===== config.mk =====
export PLATFORM = sky130hd
export DESIGN_NAME = flip_ctrl
export DESIGN_NICKNAME = d
export VERILOG_FILES = /design/src/rtl/sb_pkg.sv /design/src/rtl/flip_debounce.sv /design/src/rtl/flip_ctrl.sv
export SDC_FILE = /design/constraint.sdc
export NUM_CORES = 1
export LEC_CHECK = 0
export CAP_MARGIN = 20
export CORE_UTILIZATION = 35
export CTS_CLUSTER_SIZE = 28
export DETAILED_ROUTE_END_ITERATION = 16
export PLACE_DENSITY = 0.68
export REMOVE_ABC_BUFFERS = 1
export SLEW_MARGIN = 20
export SYNTH_ARGS = -nofsm -noshare
export SYNTH_HDL_FRONTEND = slang
export SYNTH_SLANG_ARGS = --single-unit

===== constraint.sdc =====
create_clock -name clk -period 2.15 [get_ports clk]
set_input_delay 0.43 -clock clk [delete_from_list [all_inputs] [get_ports clk]]
set_output_delay 0.43 -clock clk [all_outputs]
set_load 0.01 [all_outputs]

===== src/rtl/sb_pkg.sv =====
// rtl/sb_pkg.sv - shared constants and state type for the flip responder
package sb_pkg;

    // Monitor status encoding
    localparam logic [1:0] ST_NORMAL = 2'b00;
    localparam logic [1:0] ST_LOW    = 2'b01;
    localparam logic [1:0] ST_HIGH   = 2'b10;
    localparam logic [1:0] ST_CRIT   = 2'b11;

    typedef enum logic [2:0] {
        S_IDLE,
        S_WAIT,
        S_FLIP,
        S_COOLDOWN,
        S_FAULT
    } flip_state_t;

    localparam int DEF_DEBOUNCE  = 3;
    localparam int DEF_COOLDOWN  = 4;
    localparam int DEF_MAX_RETRY = 2;
    localparam int DEF_CNT_W     = 8;

endpackage


===== src/rtl/flip_debounce.sv =====
// rtl/flip_debounce.sv - small up-counter with clear, load-to-one and terminal flag
//
// Ports:
//   clk, reset : clock and synchronous active-high reset
//   clr        : force count to zero
//   load       : start a new run with count = 1
//   en         : advance the count; holds once the terminal value is reached
//   done       : count equals TERM
module flip_debounce #(
    parameter int W    = 2,
    parameter int TERM = 2
) (
    input  logic clk,
    input  logic reset,
    input  logic clr,
    input  logic load,
    input  logic en,
    output logic done
);

    localparam logic [W-1:0] TERM_V = W'(TERM);

    logic [W-1:0] count;

    always_ff @(posedge clk) begin
        if (reset || clr) begin
            count <= '0;
        end else if (load) begin
            count <= W'(1);
        end else if (en && !done) begin
            count <= count + W'(1);
        end
    end

    assign done = (count == TERM_V);

endmodule


===== src/rtl/flip_ctrl.sv =====
// rtl/flip_ctrl.sv - debounced flip responder with cooldown, retry limit and sticky fault
//
// Ports:
//   clk, reset  : clock and synchronous active-high reset
//   need_flip   : flip request from the temperature monitor
//   status      : monitor status; critical bypasses the debounce
//   flip        : registered one-cycle flip pulse
//   busy        : high while debouncing, flipping or cooling down
//   fault       : sticky, set after the retry budget is exhausted
//   flip_count  : total flips issued, saturating
module flip_ctrl
    import sb_pkg::*;
#(
    parameter int DEBOUNCE  = DEF_DEBOUNCE,
    parameter int COOLDOWN  = DEF_COOLDOWN,
    parameter int MAX_RETRY = DEF_MAX_RETRY,
    parameter int CNT_W     = DEF_CNT_W
) (
    input  logic             clk,
    input  logic             reset,
    input  logic             need_flip,
    input  logic [1:0]       status,
    output logic             flip,
    output logic             busy,
    output logic             fault,
    output logic [CNT_W-1:0] flip_count
);

    localparam int DW = $clog2(DEBOUNCE + 1);
    localparam int CW = $clog2(COOLDOWN + 1);
    // +2 keeps the retry counter at least one bit wide when MAX_RETRY is 0
    localparam int RW = $clog2(MAX_RETRY + 2);
    localparam logic [RW-1:0] RETRY_MAX_V = RW'(MAX_RETRY);

    flip_state_t state_q, state_d;
    logic [RW-1:0] retry_q, retry_d;
    logic flip_d, busy_d, fault_d;

    logic deb_clr, deb_load, deb_en, deb_done;
    logic cd_clr, cd_load, cd_en, cd_done;

    // Debounce run: loaded to 1 on the first high sample, terminal at DEBOUNCE-1
    // so the flip lands on the DEBOUNCE-th consecutive high sample.
    flip_debounce #(
        .W    (DW),
        .TERM (DEBOUNCE - 1)
    ) u_deb (
        .clk   (clk),
        .reset (reset),
        .clr   (deb_clr),
        .load  (deb_load),
        .en    (deb_en),
        .done  (deb_done)
    );

    // Cooldown run: loaded to 1 when leaving FLIP; the decision edge is the one
    // that sees the count already at COOLDOWN.
    flip_debounce #(
        .W    (CW),
        .TERM (COOLDOWN)
    ) u_cd (
        .clk   (clk),
        .reset (reset),
        .clr   (cd_clr),
        .load  (cd_load),
        .en    (cd_en),
        .done  (cd_done)
    );

    always_ff @(posedge clk) begin
        if (reset) begin
            state_q <= S_IDLE;
        end else begin
            state_q <= state_d;
        end
    end

    always_comb begin
        state_d  = state_q;
        retry_d  = retry_q;
        deb_clr  = 1'b0;
        deb_load = 1'b0;
        deb_en   = 1'b0;
        cd_clr   = 1'b0;
        cd_load  = 1'b0;
        cd_en    = 1'b0;

        case (state_q)
            S_IDLE: begin
                if (need_flip) begin
                    if (status == ST_CRIT || DEBOUNCE == 1) begin
                        state_d = S_FLIP;
                    end else begin
                        state_d  = S_WAIT;
                        deb_load = 1'b1;
                    end
                end
            end
            S_WAIT: begin
                if (!need_flip) begin
                    state_d = S_IDLE;
                    deb_clr = 1'b1;
                end else if (status == ST_CRIT || deb_done) begin
                    state_d = S_FLIP;
                    deb_clr = 1'b1;
                end else begin
                    deb_en = 1'b1;
                end
            end
            S_FLIP: begin
                state_d = S_COOLDOWN;
                cd_load = 1'b1;
            end
            S_COOLDOWN: begin
                if (!cd_done) begin
                    cd_en = 1'b1;
                end else begin
                    cd_clr = 1'b1;
                    if (!need_flip) begin
                        state_d = S_IDLE;
                        retry_d = '0;
                    end else if (retry_q < RETRY_MAX_V) begin
                        // Request still present: retry immediately, no debounce
                        state_d = S_FLIP;
                        retry_d = retry_q + RW'(1);
                    end else begin
                        state_d = S_FAULT;
                    end
                end
            end
            S_FAULT: begin
                state_d = S_FAULT;
            end
            default: begin
                state_d = S_IDLE;
            end
        endcase

        // Outputs are registered copies of the state being entered
        flip_d  = (state_d == S_FLIP);
        busy_d  = (state_d == S_WAIT) || (state_d == S_FLIP) || (state_d == S_COOLDOWN);
        fault_d = (state_d == S_FAULT);
    end

    always_ff @(posedge clk) begin
        if (reset) begin
            flip       <= 1'b0;
            busy       <= 1'b0;
            fault      <= 1'b0;
            flip_count <= '0;
            retry_q    <= '0;
        end else begin
            flip    <= flip_d;
            busy    <= busy_d;
            fault   <= fault_d;
            retry_q <= retry_d;
            if (flip_d && (flip_count != {CNT_W{1'b1}})) begin
                flip_count <= flip_count + CNT_W'(1);
            end
        end
    end

endmodule


==> run_results.csv, run 1 <==
group,metric,value,unit
drt,via_per_inst,5.62,
status,run_status,"complete, no violations",
power_and_ir_drop,vdd_drop_max,462,uV
power_and_ir_drop,power_density,544,mW/mm^2
cts,post_cts_buffers,0,
power_and_ir_drop,internal_power,0.501,mW
yosys,synth-xor-area-share,0,
sta,max_freq,492,MHz
floorplanning,rows,18,
yosys,synth.cell_area,981,sq um
power_and_ir_drop,leakage,0.409,nW
yosys,synthDistinctLibCells,34,
sta,hold_viol,0,
yosys,yosys_warnings,0,
setup_path,worstPathCellList,"clkdlybuf4s50_1 -> or3b_1 -> o22a_1 -> nor4_1 -> mux2_2",
setup_path,worstPathRequired,2.36,ns
sta,final.period_utilization,0.946,
power_and_ir_drop,pwr-share-seq,0.608,
cts,cts-buffers-inserted,3,
yosys,postSynthAreaPerCell,8.46,sq um
place,dp_hpwl,1580,microns
setup_path,rr_startpoint,"u_cd.count[0]",
sta,clock_skew,0.00539,ns
cts,clkTransAtPathRegs,0.12,ns
worst_hold_path,min_to,"u_deb.count[1]",
cells_and_area,drive_above_1_share,0.101,
drt,routed_wl,2160,microns
cts,cts-root-buf,"clkbuf_4",
yosys,synth_top_family_by_area,"simple AND/OR/NAND/NOR gates",
setup_path,cp_slowest_stage_delay,0.48,ns
yosys,syn_inst,116,
setup_path,r2r_end,"flip_count[5]",
global_routing,antenna_found_initial,0,
cells_and_area,layout.nets,148,
drt,drtIter0Drc,17,
floorplanning,core_area,0.00257,sq mm
sta,period_minus_slack,2.03,ns
worst_hold_path,min-delay-start,"u_deb.count[1]",
cts,cts_buffer_depth,2,
setup_path,cp.arrival,2.24,ns
power_and_ir_drop,p_comb_frac,0.101,
place,dpl.cell_count,164,
drt,vias,944,
setup_path,path_delay_family,"simple AND/OR/NAND/NOR gates",
place,io_buffers,15,
place,place_congestion,0.840,
power_and_ir_drop,clkPwrFrac,0.290,
yosys,seq_area_frac_synth,0.429,
sta,worst_pin_slew,0.537,ns
cells_and_area,fin_cells,168,
yosys,synth_ff_type,"dfxtp_1",
global_routing,grt-ovfl-total,0,
setup_path,crit_fanout,6,
cts,insertion_delay,0.31,ns
yosys,synth-edff-count,0,
sta,finalSetupViolCount,0,
cells_and_area,syn2layout_area_growth,25.5,%
yosys,ys_ff_latch,21,
sta,rsz0062_at_grt,"false",
job,drv_cap,0,
yosys,synth_fa_ha_area_frac,0.0510,
yosys,synth_compound_area_frac,0.217,
setup_path,cp-start-kind,"input pin",
setup_path,path_class,"in2reg",
sta,slew_violations,0,
drt,dr.pass1.iters,4,
floorplanning,start_util,0.382,
setup_path,worst-r2r-cell-count,6,
yosys,yosys-mux-area-fraction,0.0115,
drt,ant_nets,0,
setup_path,slowest_stage,"clkdlybuf4s50_1",
global_routing,grt_pass1_wl,3660,microns
setup_path,end_kind,"flip-flop",
setup_path,path_buf_inv,1,
cts,htreeDepth,1,
global_routing,grt_max_degree,13,
yosys,async_flop_share,0,
cells_and_area,n_antenna_cell,0,
sta,relSlewSlack,0.641,
power_and_ir_drop,p_sw,0.168,mW
floorplanning,die-width,54.9,microns
drt,drc,0,
sta,fin_tns_setup,0,ns
floorplanning,io_pins,16,
setup_path,rrSetupSlack,0.26,ns
power_and_ir_drop,swShare,0.251,
cts,cts_resized,0,
cts,cts_tree,"done",
worst_hold_path,whs_path_depth,2,
cts,cts.sinks,21,
floorplanning,die_h,54.9,microns
floorplanning,dieArea,0.00302,sq mm
yosys,yosys.area_share.simple,0.259,
drt,wire_per_inst,12.9,microns
global_routing,grt_pass1_vias,873,
worst_hold_path,hold_class,"reg2reg",
cts,ctsHoldBuffers,0,
global_routing,track_usage,0.174,
## per-layer routing
layer / global-route usage / wire [microns] / vias up
li1: - / - / 480
met1: 0.220 / 1040 / 446
met2: 0.287 / 1010 / 18
met3: 0.0628 / 105 / 0
met4: 0.0250 / 0 / 0
met5: 0 / 0 / -
## cells in the mapped netlist, types with 2 or more instances
| cell | number | area (sq um) |
|---|---|---|
| nor3_1 | 2 | 10.0 |
| nand3b_1 | 2 | 15.0 |
| nand3_1 | 6 | 30.0 |
| dfxtp_1 | 21 | 420 |
| nand2_1 | 8 | 30.0 |
| or4_1 | 2 | 15.0 |
| inv_1 | 4 | 15.0 |
| nor2_1 | 12 | 45.0 |
| buf_2 | 2 | 10.0 |
| o21ai_0 | 4 | 20.0 |
| nor4_1 | 2 | 12.5 |
| o31ai_1 | 3 | 22.5 |
| o22ai_1 | 2 | 12.5 |
| nor2b_1 | 2 | 12.5 |
| or3_1 | 3 | 18.8 |
| nand4_1 | 3 | 18.8 |
| a211oi_1 | 3 | 22.5 |
| a21oi_1 | 15 | 75.1 |
| clkbuf_1 | 2 | 7.51 |
| ha_1 | 4 | 50.1 |
## kinds of logic (layout without fill, tap and decap cells)
group / Yosys count / after routing
buf+inv: 8 / 30
simple gates: 48 / 48
fa+ha+maj: 4 / 4
compound gates: 34 / 34
mux: 1 / 1
flops: 21 / 21
## cell usage in the layout, fill, tap and decap left out
| cell | n |
|---|---|
| o2111a_1 | 1 |
| a21oi_1 | 15 |
| a21bo_2 | 1 |
| dfxtp_1 | 21 |
| nand4b_1 | 1 |
| or3b_2 | 1 |
| ha_1 | 4 |
| buf_4 | 7 |
| a32oi_1 | 1 |
| o31ai_1 | 3 |
| o22a_1 | 1 |
| or4_1 | 2 |
| nand3_1 | 6 |
| o21ai_0 | 4 |
| and3_1 | 1 |
| clkdlybuf4s50_1 | 15 |
| or3_1 | 3 |
| nand4_1 | 3 |
| nand3b_1 | 2 |
| a211oi_1 | 3 |
| o22ai_1 | 2 |
| nand2b_1 | 1 |
| a21boi_0 | 1 |
| nand2_1 | 8 |
| nor2b_1 | 2 |
| mux2_2 | 1 |
| clkinv_2 | 1 |
| inv_1 | 4 |
| or3b_1 | 1 |
| a31oi_1 | 1 |
| a22oi_1 | 1 |
| clkbuf_4 | 3 |
| nor3_1 | 2 |
| nor2_1 | 12 |
| nor3b_1 | 1 |
| nor4_1 | 2 |
## state kept, by name, indices dropped and copies added, names as in the netlist
| name | count |
|---|---|
| retry_q | 2 |
| u_deb.count | 2 |
| busy | 1 |
| fault | 1 |
| state_q | 3 |
| u_cd.count | 3 |
| flip_count | 8 |
| flip | 1 |
## stage by stage
| stage | hold WS (ns) | worst slack (ns) | utilization | power [mW] | area, sq um |
|---|---|---|---|---|---|
| 3_5_place_dp | 0.453 | -0.204 | 0.469 | 0.484 | 1200 |
| 2_1_floorplan | 0.430 | 0.284 | - | 0.445 | 963 |
| 6_report | 0.466 | 0.117 | 0.480 | 0.669 | 1230 |
| 3_3_place_gp | 0.447 | -0.177 | 0.469 | 0.482 | 1200 |
| 4_1_cts | 0.471 | 0.124 | 0.480 | 0.685 | 1230 |
| 5_1_grt | 0.500 | 0.0323 | 0.480 | 0.713 | 1230 |
## tightest hold or removal path: cells and delay by family, from the launching register on
family | cells | cell delay (ns)
AOI/OAI and AO/OA | 1 | 0.05
and+or+nand+nor | 1 | 0.05
DFF | 1 | 0.33
## worst max-delay path by stage
stage	from	end	slack [ns]	depth (start not counted)
2_1_floorplan	need_flip	flip_count[5]	0.28	4
3_3_place_gp	need_flip	flip_count[5]	-0.18	5
3_5_place_dp	need_flip	flip_count[5]	-0.20	5
4_1_cts	need_flip	flip_count[5]	0.12	5
5_1_grt	need_flip	flip_count[5]	0.03	5
6_report	need_flip	flip_count[5]	0.12	5
## layout make-up
class                   count  area [sq um]
fillers                   271          1340
flip-flops and latches     21           420
inverters                   4          15.0
well taps                  30          37.5
multi-input cells          87           528
clock inverters             1          5.00
clock buffers               3          22.5
repair buffers             22           203
## power by group through the flow
stage	registers, mW	logic [mW]	clock network [mW]
after global routing	0.409	0.0754	0.228
final	0.407	0.0679	0.194
after CTS	0.407	0.0685	0.209
after detailed placement	0.416	0.0677	0
after global placement	0.416	0.0660	0
after floorplan	0.416	0.0292	0
Note: power is estimated with default switching activity, not from simulation.
==> inputs of run 2 (changes only) <==
Settings changed: CAP_MARGIN 20 to 5.
==> results of run 2 <==
Same layout as run 1: the final DEF is identical, and so are final timing and power.
